### config.mk
export PLATFORM = sky130hd
export DESIGN_NAME = multicycle_control_unit
export DESIGN_NICKNAME = d
export VERILOG_FILES = /design/src/rtl/multicycle_control_unit.sv
export SDC_FILE = /design/constraint.sdc
export NUM_CORES = 1
export LEC_CHECK = 0
export ABC_AREA = 0
export BUFFER_PORTS_ARGS = -buffer_cell sky130_fd_sc_hd__buf_2
export CORE_ASPECT_RATIO = 1.25
export CORE_MARGIN = 2
export CORE_UTILIZATION = 35
export CTS_CLUSTER_DIAMETER = 50
export CTS_CLUSTER_SIZE = 40
export DETAILED_ROUTE_END_ITERATION = 8
export GPL_ROUTABILITY_DRIVEN = 0
export PLACE_DENSITY = 0.62
export SKIP_CTS_REPAIR_TIMING = 1
export SLEW_MARGIN = 20
export SYNTH_ARGS = -nofsm -noshare
export SYNTH_HDL_FRONTEND = slang
export SYNTH_SLANG_ARGS = --single-unit
### constraint.sdc
create_clock -name clk -period 1.5 [get_ports clk]
set_input_delay 0.225 -clock clk [delete_from_list [all_inputs] [get_ports clk]]
set_output_delay 0.225 -clock clk [all_outputs]
set_load 0.02 [all_outputs]
### src/rtl/multicycle_control_unit.sv
// Multi-cycle MIPS control unit: Moore FSM driving datapath enables,
// memory handshake stalls, illegal-op flag and retired-instruction counter.
module multicycle_control_unit #(
    parameter bit EN_ADDI       = 1'b1,
    parameter bit EN_JUMP       = 1'b1,
    parameter bit MEM_HANDSHAKE = 1'b1,
    parameter int CNT_W         = 16
) (
    input  logic             clk,
    input  logic             rst_n,
    input  logic [5:0]       opcode,
    input  logic [5:0]       funct,
    input  logic             zero,
    input  logic             mem_ready,
    output logic             pc_en,
    output logic             iord,
    output logic             mem_write,
    output logic             ir_write,
    output logic             reg_dst,
    output logic             mem_to_reg,
    output logic             reg_write,
    output logic             alu_src_a,
    output logic [1:0]       alu_src_b,
    output logic [1:0]       pc_src,
    output logic [2:0]       alu_control,
    output logic             illegal_op,
    output logic             instr_done,
    output logic [CNT_W-1:0] retired_cnt,
    output logic [3:0]       state_dbg
);

    typedef enum logic [3:0] {
        S_FETCH  = 4'd0,
        S_DECODE = 4'd1,
        S_MEMADR = 4'd2,
        S_MEMRD  = 4'd3,
        S_MEMWB  = 4'd4,
        S_MEMWR  = 4'd5,
        S_EXEC   = 4'd6,
        S_ALUWB  = 4'd7,
        S_BRANCH = 4'd8,
        S_ADDIEX = 4'd9,
        S_ADDIWB = 4'd10,
        S_JUMP   = 4'd11
    } state_t;

    localparam logic [5:0] OP_R    = 6'b000000;
    localparam logic [5:0] OP_LW   = 6'b100011;
    localparam logic [5:0] OP_SW   = 6'b101011;
    localparam logic [5:0] OP_BEQ  = 6'b000100;
    localparam logic [5:0] OP_ADDI = 6'b001000;
    localparam logic [5:0] OP_J    = 6'b000010;

    localparam logic [CNT_W-1:0] CNT_ONE = {{(CNT_W-1){1'b0}}, 1'b1};

    state_t state;
    state_t state_nx;
    logic   ill_nx;
    logic   mr;

    logic   is_lw, is_sw, is_mem, is_r, is_beq, is_addi, is_j;
    logic   fn_ok;
    logic [2:0] fn_alu;

    logic   pc_en_w, mem_write_w, ir_write_w, reg_write_w, done_w;

    assign mr = MEM_HANDSHAKE ? mem_ready : 1'b1;

    assign is_lw   = (opcode == OP_LW);
    assign is_sw   = (opcode == OP_SW);
    assign is_mem  = is_lw | is_sw;
    assign is_r    = (opcode == OP_R);
    assign is_beq  = (opcode == OP_BEQ);
    assign is_addi = EN_ADDI && (opcode == OP_ADDI);
    assign is_j    = EN_JUMP && (opcode == OP_J);

    always_comb begin
        fn_ok  = 1'b1;
        fn_alu = 3'b010;
        unique case (funct)
            6'b100000: fn_alu = 3'b010;
            6'b100010: fn_alu = 3'b110;
            6'b100100: fn_alu = 3'b000;
            6'b100101: fn_alu = 3'b001;
            6'b101010: fn_alu = 3'b111;
            default: begin
                fn_alu = 3'b010;
                fn_ok  = 1'b0;
            end
        endcase
    end

    always_comb begin
        state_nx = S_FETCH;
        ill_nx   = 1'b0;
        case (state)
            S_FETCH:  state_nx = mr ? S_DECODE : S_FETCH;
            S_DECODE: begin
                unique case (1'b1)
                    is_mem:  state_nx = S_MEMADR;
                    is_r:    state_nx = S_EXEC;
                    is_beq:  state_nx = S_BRANCH;
                    is_addi: state_nx = S_ADDIEX;
                    is_j:    state_nx = S_JUMP;
                    default: ill_nx   = 1'b1;
                endcase
            end
            S_MEMADR: begin
                if (is_lw)
                    state_nx = S_MEMRD;
                else if (is_sw)
                    state_nx = S_MEMWR;
            end
            S_MEMRD:  state_nx = mr ? S_MEMWB : S_MEMRD;
            S_MEMWR:  state_nx = mr ? S_FETCH : S_MEMWR;
            S_EXEC: begin
                state_nx = fn_ok ? S_ALUWB : S_FETCH;
                ill_nx   = ~fn_ok;
            end
            S_ADDIEX: state_nx = S_ADDIWB;
            default:  state_nx = S_FETCH;
        endcase
    end

    always_comb begin
        pc_en_w     = 1'b0;
        iord        = 1'b0;
        mem_write_w = 1'b0;
        ir_write_w  = 1'b0;
        reg_dst     = 1'b0;
        mem_to_reg  = 1'b0;
        reg_write_w = 1'b0;
        alu_src_a   = 1'b0;
        alu_src_b   = 2'b00;
        pc_src      = 2'b00;
        alu_control = 3'b010;
        done_w      = 1'b0;
        case (state)
            S_FETCH: begin
                alu_src_b  = 2'b01;
                ir_write_w = mr;
                pc_en_w    = mr;
            end
            S_DECODE: alu_src_b = 2'b11;
            S_MEMADR: begin
                alu_src_a = 1'b1;
                alu_src_b = 2'b10;
            end
            S_MEMRD: iord = 1'b1;
            S_MEMWB: begin
                mem_to_reg  = 1'b1;
                reg_write_w = 1'b1;
                done_w      = 1'b1;
            end
            // strobe held until memory accepts; retire on acceptance
            S_MEMWR: begin
                iord        = 1'b1;
                mem_write_w = 1'b1;
                done_w      = mr;
            end
            S_EXEC: begin
                alu_src_a   = 1'b1;
                alu_control = fn_alu;
            end
            S_ALUWB: begin
                reg_dst     = 1'b1;
                reg_write_w = 1'b1;
                done_w      = 1'b1;
            end
            S_BRANCH: begin
                alu_src_a   = 1'b1;
                alu_control = 3'b110;
                pc_src      = 2'b01;
                pc_en_w     = zero;
                done_w      = 1'b1;
            end
            S_ADDIEX: begin
                alu_src_a = 1'b1;
                alu_src_b = 2'b10;
            end
            S_ADDIWB: begin
                reg_write_w = 1'b1;
                done_w      = 1'b1;
            end
            S_JUMP: begin
                pc_src  = 2'b10;
                pc_en_w = 1'b1;
                done_w  = 1'b1;
            end
            default: ;
        endcase
    end

    // enables are killed while reset is held, independent of the clock
    assign pc_en      = pc_en_w & rst_n;
    assign mem_write  = mem_write_w & rst_n;
    assign ir_write   = ir_write_w & rst_n;
    assign reg_write  = reg_write_w & rst_n;
    assign instr_done = done_w & rst_n;
    assign state_dbg  = state;

    always_ff @(posedge clk or negedge rst_n) begin
        if (!rst_n) begin
            state       <= S_FETCH;
            illegal_op  <= 1'b0;
            retired_cnt <= '0;
        end else begin
            state      <= state_nx;
            illegal_op <= ill_nx;
            if (done_w)
                retired_cnt <= retired_cnt + CNT_ONE;
        end
    end

endmodule

==> impl_metrics.py <==
metrics = {
    "cells_and_area": {
        "regArea_sq_um": 531,
        "drive_gt1_share_pct": 55.5,
        "area_growth_syn_to_layout_pct": 67.7,
        "fill_cells": 318,
        "mostFrequentLayoutCell": "buf_2",
        "diodes": 0,
        "stdcell_area_sq_um": 2250,
        "final_cell_count_no_fill": 285,
        "layout_common_cells": "buf_2, buf_4, dfrtp_1",
        "fin_nets": 263,
        "postLayoutCoreUtil_pct": 60.5,
        "multiInputGateArea_sq_um": 916,
    },
    "global_route": {
        "grt_pass1_vias": 1401,
        "antenna_found_initial": 0,
        "grt-ovfl-total": 0,
        "track_usage_pct": 17.5,
        "grt_max_degree": 20,
        "grt_pass1_wl_um": 5900,
    },
    "worst_setup_path": {
        "ff2ff_setup_slack_ns": -0.10,
        "startpoint_type": "flip-flop",
        "critPathRequiredTime_ns": 1.27,
        "crit_fanout": 4,
        "end_kind": "output pin",
        "worstPathCellList": "buf_6, or2_4, nor2_1, a31oi_1, nor3_2, buf_4",
        "crit_arrival_ns": 1.51,
        "rr_startpoint": "state_dbg[3]",
        "startpoint": "state_dbg[1]",
        "slowest_stage": "dfrtp_2",
        "critical_path_class": "flip-flop to output pin",
        "r2r_cells": 5,
        "max_stage_delay_ns": 0.43,
        "r2r_end": "retired_cnt[12]",
    },
    "logic_synthesis": {
        "synth.distinct_cells": 40,
        "synth_seq_cells": 21,
        "ys_warn_count": 0,
        "ys.flop_type": "dfrtp_1",
        "async_reset_ff_share_pct": 100,
        "syn_inst": 154,
        "syn_area_sq_um": 1340,
        "syn_nets": 171,
        "yosys.area.top_type_share_pct": 39.1,
        "syn-mean-instance-area_sq_um": 8.72,
        "synth-edff-count": 0,
        "yosys-top-cells-area": "dfrtp_1, xnor2_1, xor2_1",
        "yosysSeqAreaShare_pct": 39.1,
        "synth_top_cell_by_area": "dfrtp_1",
    },
    "floorplan": {
        "die_h_um": 73.2,
        "die_w_um": 59.4,
        "coreArea_sq_um": 3720,
        "start_util_pct": 36.1,
        "rows": 25,
        "die_area_sq_um": 4350,
        "io_pins": 53,
    },
    "power_and_ir_drop": {
        "p_leak_nw": 1.12,
        "peakVddDrop_v": 0.000280,
        "power.total_mw": 1.55,
        "powerDensity_nw_per_um2": 689,
    },
    "place": {
        "post-dp-hpwl_um": 2890,
        "pre_cts_ws_ns": -0.0615,
        "dpl_cell_area_sq_um": 1940,
        "place_inst": 271,
        "portBuffers": 52,
    },
    "timing": {
        "worst_pin_slew_ns": 0.301,
        "tns_ns": -2.40,
        "clock_skew_ns": 0.00299,
        "relSlewSlack_pct": 79.9,
        "fin_crit_ns": 1.74,
        "setup_violations": 19,
        "fmax_ghz": 0.576,
        "finalHoldViolCount": 0,
        "holdWs_ns": 0.00880,
        "slew_viol_final": 0,
        "rsz0062_at_grt": "true",
        "post-route-period-util_pct": 116,
        "layout_setup_ws_ns": -0.235,
    },
    "drt": {
        "drtPass1Iterations": 4,
        "met2_length_um": 2050,
        "wl_met3_um": 166,
        "routed.top_layer": "met4",
        "drt_iter0_drc": 65,
        "vias_per_cell": 5.15,
        "ant_nets": 0,
        "wl_um": 3830,
        "num_vias": 1467,
        "drc_errors": 0,
        "drt-met1-wl_um": 1540,
        "wl_per_cell_um": 13.4,
    },
    "clocking": {
        "cts-root-buf": "clkbuf_8",
        "clkLatencyLatePin_ns": 0.26,
        "h-tree-depth": 1,
        "clock-sinks": 21,
        "clk_path_buf_depth": 2,
        "cts_tree": "built",
        "cts_buffers": 3,
        "cts.clk_slew.worst_paths_ns": 0.07,
    },
    "outcome": {
        "status": "complete, but fails checks",
        "violations": "negative setup slack",
    },
    "job": {
        "cap_violations": 0,
    },
    "hold_path": {
        "hold_path_class": "input port to asynchronous set/reset pin",
    },
}
metal layers:
metal,vias up,GRT usage [%]
met5,-,0
met4,0,7.07
met3,7,1.60
met2,48,31.6
met1,693,20.7
li1,719,-
Yosys cell counts, drive strengths merged (3+ instances only):
cell type,instances
nand3,11
xor2,7
nor2b,3
a21oi,5
nor2,16
or3,5
xnor2,11
and3,5
mux2i,3
nor4,4
o21ai,4
clkbuf,3
dfrtp,21
nand4,6
nand2b,5
inv,6
nor3,5
buf,4
nand2,12
cell families (layout without fill, tap and decap cells):
family          after synthesis  count (layout)  synth area share (%)
buf+inv                      13             104                  4.38
compound gates               17              17                  8.29
flops                        21              21                  39.1
fa+ha+maj                     1               1                 0.932
mux                           5               5                  3.91
xor+xnor                     18              18                  11.7
simple gates                 79              79                  31.6
critical path, delay by kind of cell (launching register included):
kind / cells / cell delay, ns
buf+inv: 2 / 0.29
simple gates: 3 / 0.47
compound gates: 1 / 0.05
flops: 1 / 0.43
registers in the layout (all words and copies together) (netlist names):
name	flops
state_dbg	4
illegal_op	1
retired_cnt	16
final cells by class:
type	count	share of cell area (%)
clock inverters	1	0.222
clock buffers	3	1.83
well taps	40	2.22
multi-input cells	120	40.7
inverters	6	1.00
flip-flops and latches	21	23.6
repair buffers	94	30.5
power breakdown:
group / switching (mW) / internal, mW / total, mW
combinational: 0.281 / 0.240 / 0.521
sequential: 0.0477 / 0.614 / 0.661
clock: 0.183 / 0.185 / 0.368
total: 0.512 / 1.04 / 1.55
worst max-delay path by stage:
| stage | to | slack (ns) |
|---|---|---|
| finish | pc_en | -0.24 |
| detailed placement | retired_cnt[1] | -0.06 |
| global placement | retired_cnt[1] | -0.009 |
| global route | reg_write | -0.30 |
| floorplan | pc_en | -0.11 |
| CTS | pc_en | -0.32 |
Power figures use the tool's default switching activity.
